[src/rtl/uart_tx_mmio_pkg.sv]
// ----------------------------------------------------------------------------
// uart_tx_mmio_pkg
//
// Shared definitions for the memory-mapped UART transmitter:
//   - register offsets inside the 4-address window
//   - bit positions of the fields in the STATUS nibble
//   - serialiser FSM state encoding
// ----------------------------------------------------------------------------
package uart_tx_mmio_pkg;

    // Register offsets (bus_addr[1:0] within the window)
    localparam logic [1:0] UART_OFS_DATA_LO = 2'd0;
    localparam logic [1:0] UART_OFS_DATA_HI = 2'd1;
    localparam logic [1:0] UART_OFS_STATUS  = 2'd2;

    // STATUS nibble layout: {0, overrun, busy, hold_full}
    localparam int UART_STAT_HOLD_FULL = 0;
    localparam int UART_STAT_BUSY      = 1;
    localparam int UART_STAT_OVERRUN   = 2;

    // Serialiser states
    typedef enum logic [1:0] {
        ST_IDLE  = 2'd0,
        ST_START = 2'd1,
        ST_DATA  = 2'd2,
        ST_STOP  = 2'd3
    } uart_state_e;

endpackage : uart_tx_mmio_pkg

[src/rtl/uart_tx_mmio_baud_tick.sv]
// ----------------------------------------------------------------------------
// uart_tx_mmio_baud_tick
//
// Bit-period timer. Counts 0..CLK_DIV-1 and wraps; tick_o is high during the
// last cycle of each period. restart_i forces the counter back to 0 at the
// next edge so that every serialiser state begins a full bit period.
//
// Ports:
//   clk        in   clock
//   reset      in   synchronous, active-high reset
//   restart_i  in   restart the period (counter -> 0 at next edge)
//   tick_o     out  one-cycle pulse in the final cycle of a period
// ----------------------------------------------------------------------------
module uart_tx_mmio_baud_tick #(
    parameter int CLK_DIV = 16
) (
    input  logic clk,
    input  logic reset,
    input  logic restart_i,
    output logic tick_o
);

    localparam int CW = (CLK_DIV > 1) ? $clog2(CLK_DIV) : 1;
    localparam logic [CW-1:0] LAST = CW'(CLK_DIV - 1);

    logic [CW-1:0] cnt_q;
    logic [CW-1:0] cnt_d;

    assign tick_o = (cnt_q == LAST);

    // Explicit wrap on tick: CLK_DIV need not be a power of two.
    always_comb begin
        cnt_d = cnt_q + 1'b1;
        if (restart_i || tick_o) begin
            cnt_d = '0;
        end
    end

    always_ff @(posedge clk) begin
        if (reset) begin
            cnt_q <= '0;
        end else begin
            cnt_q <= cnt_d;
        end
    end

endmodule : uart_tx_mmio_baud_tick

[src/rtl/uart_tx_mmio.sv]
// ----------------------------------------------------------------------------
// uart_tx_mmio
//
// Memory-mapped 8N1 UART transmitter on a 12-bit address / 4-bit data bus.
// Software writes a byte as two nibble stores (DATA_LO then DATA_HI) into a
// one-byte holding register; the serialiser drains the holding register and
// shifts the byte out LSB first at CLK_DIV clocks per bit.
//
// Register map (offset from BASE_ADDR):
//   +0 DATA_LO  W   low nibble staging register
//   +1 DATA_HI  W   completes the byte and launches it
//   +2 STATUS   R   {0, overrun, busy, hold_full}; any write clears overrun
//   +3 reserved     reads 0, writes ignored
//
// Ports:
//   clk        in   clock
//   reset      in   synchronous, active-high reset
//   bus_addr   in   [11:0] CPU address
//   bus_wdata  in   [3:0]  CPU write nibble
//   bus_we     in   write strobe
//   bus_rdata  out  [3:0]  read nibble (combinational)
//   bus_sel    out  address is inside this block's window
//   tx         out  serial line, idle high
// ----------------------------------------------------------------------------
module uart_tx_mmio
    import uart_tx_mmio_pkg::*;
#(
    parameter int          CLK_DIV   = 16,
    parameter logic [11:0] BASE_ADDR = 12'hFF0
) (
    input  logic        clk,
    input  logic        reset,
    input  logic [11:0] bus_addr,
    input  logic [3:0]  bus_wdata,
    input  logic        bus_we,
    output logic [3:0]  bus_rdata,
    output logic        bus_sel,
    output logic        tx
);

    // ------------------------------------------------------------------
    // Address decode
    // ------------------------------------------------------------------
    logic [1:0] ofs;
    logic       wr_lo;
    logic       wr_hi;
    logic       wr_status;

    assign bus_sel   = (bus_addr[11:2] == BASE_ADDR[11:2]);
    assign ofs       = bus_addr[1:0];
    assign wr_lo     = bus_we && bus_sel && (ofs == UART_OFS_DATA_LO);
    assign wr_hi     = bus_we && bus_sel && (ofs == UART_OFS_DATA_HI);
    assign wr_status = bus_we && bus_sel && (ofs == UART_OFS_STATUS);

    // ------------------------------------------------------------------
    // State
    // ------------------------------------------------------------------
    uart_state_e state_q, state_d;
    logic [7:0]  shift_q, shift_d;
    logic [2:0]  bit_idx_q, bit_idx_d;
    logic [7:0]  hold_q, hold_d;
    logic        hold_full_q, hold_full_d;
    logic        overrun_q, overrun_d;
    logic [3:0]  lo_nib_q, lo_nib_d;

    logic        take;      // FSM moves the holding register into the shifter
    logic        busy;
    logic        restart;
    logic        tick;

    assign busy    = (state_q != ST_IDLE);
    assign restart = (state_d != state_q);

    uart_tx_mmio_baud_tick #(
        .CLK_DIV (CLK_DIV)
    ) u_baud_tick (
        .clk       (clk),
        .reset     (reset),
        .restart_i (restart),
        .tick_o    (tick)
    );

    // ------------------------------------------------------------------
    // Serialiser FSM: next state
    // ------------------------------------------------------------------
    always_comb begin
        state_d   = state_q;
        shift_d   = shift_q;
        bit_idx_d = bit_idx_q;
        take      = 1'b0;

        unique case (state_q)
            ST_IDLE: begin
                if (hold_full_q) begin
                    state_d = ST_START;
                    shift_d = hold_q;
                    take    = 1'b1;
                end
            end
            ST_START: begin
                if (tick) begin
                    state_d   = ST_DATA;
                    bit_idx_d = 3'd0;
                end
            end
            ST_DATA: begin
                if (tick) begin
                    shift_d = {1'b0, shift_q[7:1]};
                    if (bit_idx_q == 3'd7) begin
                        state_d = ST_STOP;
                    end else begin
                        bit_idx_d = bit_idx_q + 3'd1;
                    end
                end
            end
            ST_STOP: begin
                if (tick) begin
                    // A pending byte starts immediately: no idle gap.
                    if (hold_full_q) begin
                        state_d = ST_START;
                        shift_d = hold_q;
                        take    = 1'b1;
                    end else begin
                        state_d = ST_IDLE;
                    end
                end
            end
            default: begin
                state_d = ST_IDLE;
            end
        endcase
    end

    // Serial output decoded from the current state.
    always_comb begin
        tx = 1'b1;
        unique case (state_q)
            ST_START: tx = 1'b0;
            ST_DATA:  tx = shift_q[0];
            default:  tx = 1'b1;
        endcase
    end

    // ------------------------------------------------------------------
    // Holding register, staging nibble and overrun flag
    // ------------------------------------------------------------------
    always_comb begin
        lo_nib_d    = lo_nib_q;
        hold_d      = hold_q;
        hold_full_d = hold_full_q;
        overrun_d   = overrun_q;

        if (wr_lo) begin
            lo_nib_d = bus_wdata;
        end

        if (take) begin
            hold_full_d = 1'b0;
        end

        // When the FSM empties the hold in this same cycle, the slot is
        // free for the incoming byte and no overrun is flagged.
        if (wr_hi) begin
            if (!hold_full_q || take) begin
                hold_d      = {bus_wdata, lo_nib_q};
                hold_full_d = 1'b1;
            end else begin
                overrun_d = 1'b1;
            end
        end

        // Clear has priority over set.
        if (wr_status) begin
            overrun_d = 1'b0;
        end
    end

    always_ff @(posedge clk) begin
        if (reset) begin
            state_q     <= ST_IDLE;
            shift_q     <= 8'h00;
            bit_idx_q   <= 3'd0;
            hold_q      <= 8'h00;
            hold_full_q <= 1'b0;
            overrun_q   <= 1'b0;
            lo_nib_q    <= 4'h0;
        end else begin
            state_q     <= state_d;
            shift_q     <= shift_d;
            bit_idx_q   <= bit_idx_d;
            hold_q      <= hold_d;
            hold_full_q <= hold_full_d;
            overrun_q   <= overrun_d;
            lo_nib_q    <= lo_nib_d;
        end
    end

    // ------------------------------------------------------------------
    // Read mux: only STATUS returns data
    // ------------------------------------------------------------------
    always_comb begin
        bus_rdata = 4'h0;
        if (bus_sel && (ofs == UART_OFS_STATUS)) begin
            bus_rdata[UART_STAT_HOLD_FULL] = hold_full_q;
            bus_rdata[UART_STAT_BUSY]      = busy;
            bus_rdata[UART_STAT_OVERRUN]   = overrun_q;
        end
    end

endmodule : uart_tx_mmio

[config.mk]
export PLATFORM = sky130hd
export DESIGN_NAME = uart_tx_mmio
export DESIGN_NICKNAME = d
export VERILOG_FILES = /design/src/rtl/uart_tx_mmio_pkg.sv /design/src/rtl/uart_tx_mmio_baud_tick.sv /design/src/rtl/uart_tx_mmio.sv
export SDC_FILE = /design/constraint.sdc
export NUM_CORES = 1
export LEC_CHECK = 0
export CELL_PAD_IN_SITES_DETAIL_PLACEMENT = 0
export CELL_PAD_IN_SITES_GLOBAL_PLACEMENT = 1
export CORE_MARGIN = 3
export CORE_UTILIZATION = 30
export CTS_BUF_LIST = sky130_fd_sc_hd__clkbuf_8
export DETAILED_ROUTE_END_ITERATION = 10
export PLACE_DENSITY_LB_ADDON = 0.3
export SLEW_MARGIN = 0
export SYNTH_ARGS = -nofsm -noshare
export SYNTH_HDL_FRONTEND = slang
export SYNTH_SLANG_ARGS = --single-unit
export TNS_END_PERCENT = 100
[constraint.sdc]
create_clock -name clk -period 2 [get_ports clk]
set_input_delay 0.3 -clock clk [delete_from_list [all_inputs] [get_ports clk]]
set_output_delay 0.3 -clock clk [all_outputs]
set_load 0.005 [all_outputs]
# Word-level counts from Yosys, hierarchy flattened
# Index checks and enable logic that the tools add are counted.
[totals]
output_inout_bits = 6
word_cells = 66
ff_bits = 31
[op_classes]
eq_ne = 13
n_reduce_logical = 19
add_sub_neg = 2
n_bitwise = 1
n_mux = 23
[ops]
columns = ["operator", "count"]
rows = [
  ["two-way mux 8 bit", 3],
  ["one-hot mux 8 bit (3 select lines)", 1],
  ["two-way mux 3 bit", 4],
  ["equality test 10 bit (second input constant)", 1],
  ["two-way mux 2 bit", 5],
  ["one-hot mux 2 bit (4 select lines)", 1],
  ["equality test 2 bit (second input constant)", 3],
  ["two-way mux 1 bit", 6],
  ["!= test 2 x 1 -> 1 bit (second input constant)", 3],
  ["one-hot mux 3 bit (2 select lines)", 1],
  ["logical AND 1 bit", 5],
  ["adder 4 x 1 -> 4 bit (second input constant)", 1],
  ["equality test 2 x 1 -> 1 bit (second input constant)", 2],
  ["equality test 4 bit (second input constant)", 1],
  ["logical NOT 2 bit", 2],
  ["one-hot mux 1 bit (2 select lines)", 2],
  ["AND reduction 2 bit", 2],
  ["AND reduction 4 bit", 1],
  ["nonzero test 2 bit", 2],
  ["OR reduction 2 bit", 2],
  ["adder 3 x 1 -> 3 bit (second input constant)", 1],
  ["equality test 3 bit (second input constant)", 1],
  ["AND reduction 3 bit", 1],
  ["nonzero test 3 bit", 1],
  ["5 further kinds", 6],
]

# Depth between registers and ports, before layout
[depth]
ltp_word = 7
depth_mapped = 7

# Cells and area by module
# Synthesis repeated with hierarchy kept, for this count alone.
[hier_totals]
hier_cells = 171
hier_area_um2 = 1626.6
[by_module_without_submodules]
columns = ["mod", "seq_area_each_um2", "area_each_um2", "cells_per_inst", "instances"]
rows = [
  ["uart_tx_mmio", 540.5, 1468.9, 155, 1],
  ["uart_tx_mmio_baud_tick", 80.1, 157.7, 16, 1],
]

# Worst setup path after synthesis
# No wires, ideal clock.
[synth_path]
kind = "register to register"
startpoint = "reg state_q[0]"
endpoint = "reg shift_q[5]"
t_required_ns = 1.921
path_stages_with_launch = 8
path_slack_ns = 0.241
n_path_buf = 1
setup_time_ns = 0.079
arrival_ns = 1.679
path_cell_list = "dfxtp_1 > inv_1 > ha_1 > or2_4 > a211oi_4 > buf_6 > nor2_1 > a211oi_2"
[synth_via]
elab_chain_cells = 3
[synth_lines]
columns = ["item", "line_no", "text"]
rows = [
  ["start, declared", "uart_tx_mmio.sv:58", "uart_state_e state_q, state_d;"],
  ["start signal, assigned", "uart_tx_mmio.sv:188", "state_q <= state_d;"],
  ["equality test 2 bit or logical NOT 2 bit (tied branches)", "uart_tx_mmio.sv:92", "unique case (state_q)"],
  ["!= test 2 x 1 -> 1 bit (no line) or nonzero test 3 bit (tied branches)", "--", ""],
  ["AND reduction 3 bit (no line)", "--", ""],
  ["end signal, assigned", "uart_tx_mmio.sv:189", "shift_q <= shift_d;"],
  ["end, declared", "uart_tx_mmio.sv:59", "logic [7:0] shift_q, shift_d;"],
]
# Several ways; a longest one is shown, not always the timed one.
# A chain may end at the register's enable or synchronous reset.

# Final worst setup path
[layout_path]
startpoint = "in bus_addr[6]"
endpoint = "out bus_rdata[2]"
[layout_via]
elab_chain_cells = 3
[layout_lines]
columns = ["item", "line_no", "text"]
rows = [
  ["start, declared", "uart_tx_mmio.sv:33", "input logic [11:0] bus_addr,"],
  ["equality test 10 bit", "uart_tx_mmio.sv:49", "assign bus_sel = (bus_addr[11:2] == BASE_ADDR[11:2]);"],
  ["logical AND 1 bit", "uart_tx_mmio.sv:203", "if (bus_sel && (ofs == UART_OFS_STATUS)) begin"],
  ["two-way mux 3 bit", "uart_tx_mmio.sv:203", ""],
  ["end, declared", "uart_tx_mmio.sv:36", "output logic [3:0] bus_rdata,"],
]
# Every way passes these cells.

==> results.ini <==
[setup_path]
crit_chain=clkdlybuf4s50_1 -> nand4_1 -> nor3_2 -> and3b_2 -> and2_4 -> clkdlybuf4s15_2
path_max_fanout=4
worst_ep_arrival_time_ns=1.63
worstSetupPathType=in2out
rrSetupSlack_ns=0.18
rr_endpoint=shift_q[7]
crit_path_top_delay_cell=clkdlybuf4s50_1
required_ns=1.70
critPathTopFamily=simple AND/OR/NAND/NOR gates
crit_path_end_kind=output pin
worstReg2RegStart=state_q[0]
crit_buf_inv=2
reg2reg_depth=7
cpPeakStageDelay_ns=0.47
startpoint_type=primary input

[layout]
seq_area_um2=624
multiInputGateArea_um2=973
area_delta_synth_final_pct=31.9
finalNetCount=235
drive_above_1_share_pct=18.7
diodes=0
fillers=512

[route]
top_layer=met4
drc=0
dr.pass1.iters=4
wirelength_um=3540
via_per_inst=4.83
ant_nets=0
route.layer.met1.wl_um=1710
via_count=1347
drt_iter0_drc=51
dr_wl_met3_um=152
drt-wirelength-per-cell_um=12.7
route.met2.wl_um=1660

[run]
cap_violations=0

[timing]
final_max_slew_viol_count=0
setup-violations-final=0
skew_ns=0.00624
finalHoldViolations=0
rsz0062_at_grt=no
hold_ws_ns=0.451
max_clock_freq_ghz=0.519
finalWorstSetupSlack_ns=0.0715
period_share_pct=96.4
period_needed_ns=1.93

[grt]
grt.total_usage_pct=12.9
grt_max_degree=28
grt_pass1_vias=1388
grt_pass1_wl_um=6500
overflow=0
antenna_found_initial=0

[cts]
cts_root_buffer=clkbuf_8
clkTransAtPathRegs_ns=0.07
cts_sinks=31
cts.path.max_buffers=2
tritoncts=built
worstSkewPairLatency_ns=0.28
cts_made_buffers=5
h-tree-depth=2

[logic_synthesis]
avgSynthCellArea_um2=9.18
synth.net_count=204
synth_top_cell_by_area=dfxtp_1
synthCells=177
seq_area_frac_synth_pct=38.2
synth_edf_count=0
synth.most_common_cell=dfxtp_1
synth_area_um2=1630
yosysUniqueCellTypes=44
synth_top_area_share_pct=38.2
synth_ff_type=dfxtp_1
yosys-top-cells-count=31 x dfxtp_1, 22 x nor2_1, 14 x a21oi_1
synthTopCellsByArea=dfxtp_1 38%, mux2i_1 8.0%, ha_1 6.2%, nor2_1 5.1%, a21oi_1 4.3%
synthArstFlopShare_pct=0
ys.warnings.count=0
ys_ff_latch=31

[place]
place_hpwl_um=2540
gp_congestion=0.746
post-place-ws_ns=-0.458
port_buffers=23

[floorplanning]
die_y_um=79.6
io_pins=25
dieArea_um2=6340
core_um2=5170
die_width_um=79.6
row_count=26
start_util_pct=31.4

[min_path]
whs_path_depth=1
hold_start=u_baud_tick.cnt_q[0]
hold_path.class=reg2reg
hold_end=u_baud_tick.cnt_q[0]

[pwr]
p_leak_nw=0.770
irDropWorstVdd_v=0.000330
p_per_area_nw_per_um2=1050

[outcome]
status=completed

[stage by stage]
stage	TNS [ns]	power [mW]	std cells	cell area (um^2)	utilization [%]
3_5_place_dp	-1.46	1.62	270	1980	38.2
4_1_cts	0	2.29	278	2130	41.1
5_1_grt	0	2.43	279	2140	41.5
6_report	0	2.26	279	2140	41.5
3_3_place_gp	-1.42	1.61	270	1980	38.2
2_1_floorplan	0	1.36	177	1630	-
[sequential cells by signal (all words and copies together), names as in the netlist]
signal             flops
hold_q                 8
shift_q                8
lo_nib_q               4
u_baud_tick.cnt_q      4
bit_idx_q              3
state_q                2
hold_full_q            1
overrun_q              1
[cells in the final DEF (no fill, tap or decap), types with 2 or more instances in the layout]
cell type and n:
ha_1 7, inv_1 4, dlymetal6s2s_1 2, mux2i_1 13, dlygate4sd2_1 4, clkdlybuf4s50_1 14
o21ai_0 12, a211oi_2 3, and4_1 2, a21oi_1 14, and2_1 2, nand4_1 2
clkbuf_8 6, a211oi_1 6, dfxtp_1 30, a32oi_1 2, nand2_1 3, nor2_1 22
nand2b_1 3, clkdlybuf4s15_2 2, and2_4 2, buf_4 10, nand3_1 11, nor2b_1 2
[how the worst max path moves through the flow]
stage / from / to / slack, ns / cells past startpoint
3_5_place_dp: bus_addr[2] / bus_rdata[1] / -0.46 / 6
4_1_cts: bus_addr[2] / bus_rdata[2] / 0.002 / 6
3_3_place_gp: bus_addr[2] / bus_rdata[1] / -0.45 / 6
6_report: bus_addr[6] / bus_rdata[2] / 0.07 / 6
2_1_floorplan: state_q[0] / shift_q[5] / 0.24 / 7
5_1_grt: bus_addr[8] / bus_rdata[2] / 0.003 / 6
[kinds of logic after synthesis]
group                      Yosys count  synth area share, %
DFF                                 31                 38.2
buffers and inverters               15                 4.39
muxes                               13                 8.01
and+or+nand+nor                     62                 21.9
AOI/OAI and AO/OA                   45                 20.1
adders and majority gates            8                 6.16
other                                1                0.231
xor gates and xnor gates             2                 1.08
[repair_timing]
item                                    4_1_cts  5_1_grt
buffers inserted                              0        1
endpoints found under the setup margin        5        3
gates resized for setup                      22        4
pin swaps                                     3        4
hold buffers                                  0        0
[power breakdown]
| group | internal [mW] | switching (mW) |
|---|---|---|
| sequential | 0.711 | 0.0664 |
| combinational | 0.402 | 0.439 |
| clock | 0.403 | 0.236 |
| total | 1.52 | 0.742 |
[area by class of cell]
cell class,count,area share (%)
timing repair buffer,34,15.1
multi-input combinational,131,45.4
sequential,31,29.1
tap,70,4.08
inverter,5,0.875
clock inverter,2,1.63
clock buffer,6,3.85
[routing by layer]
layer | track usage (%) | up-vias
met5 | 0 | -
met3 | 3.61 | 2
met4 | 4.30 | 0
li1 | - | 704
met2 | 21.0 | 26
met1 | 16.1 | 615
Power figures use the tool's default switching activity.
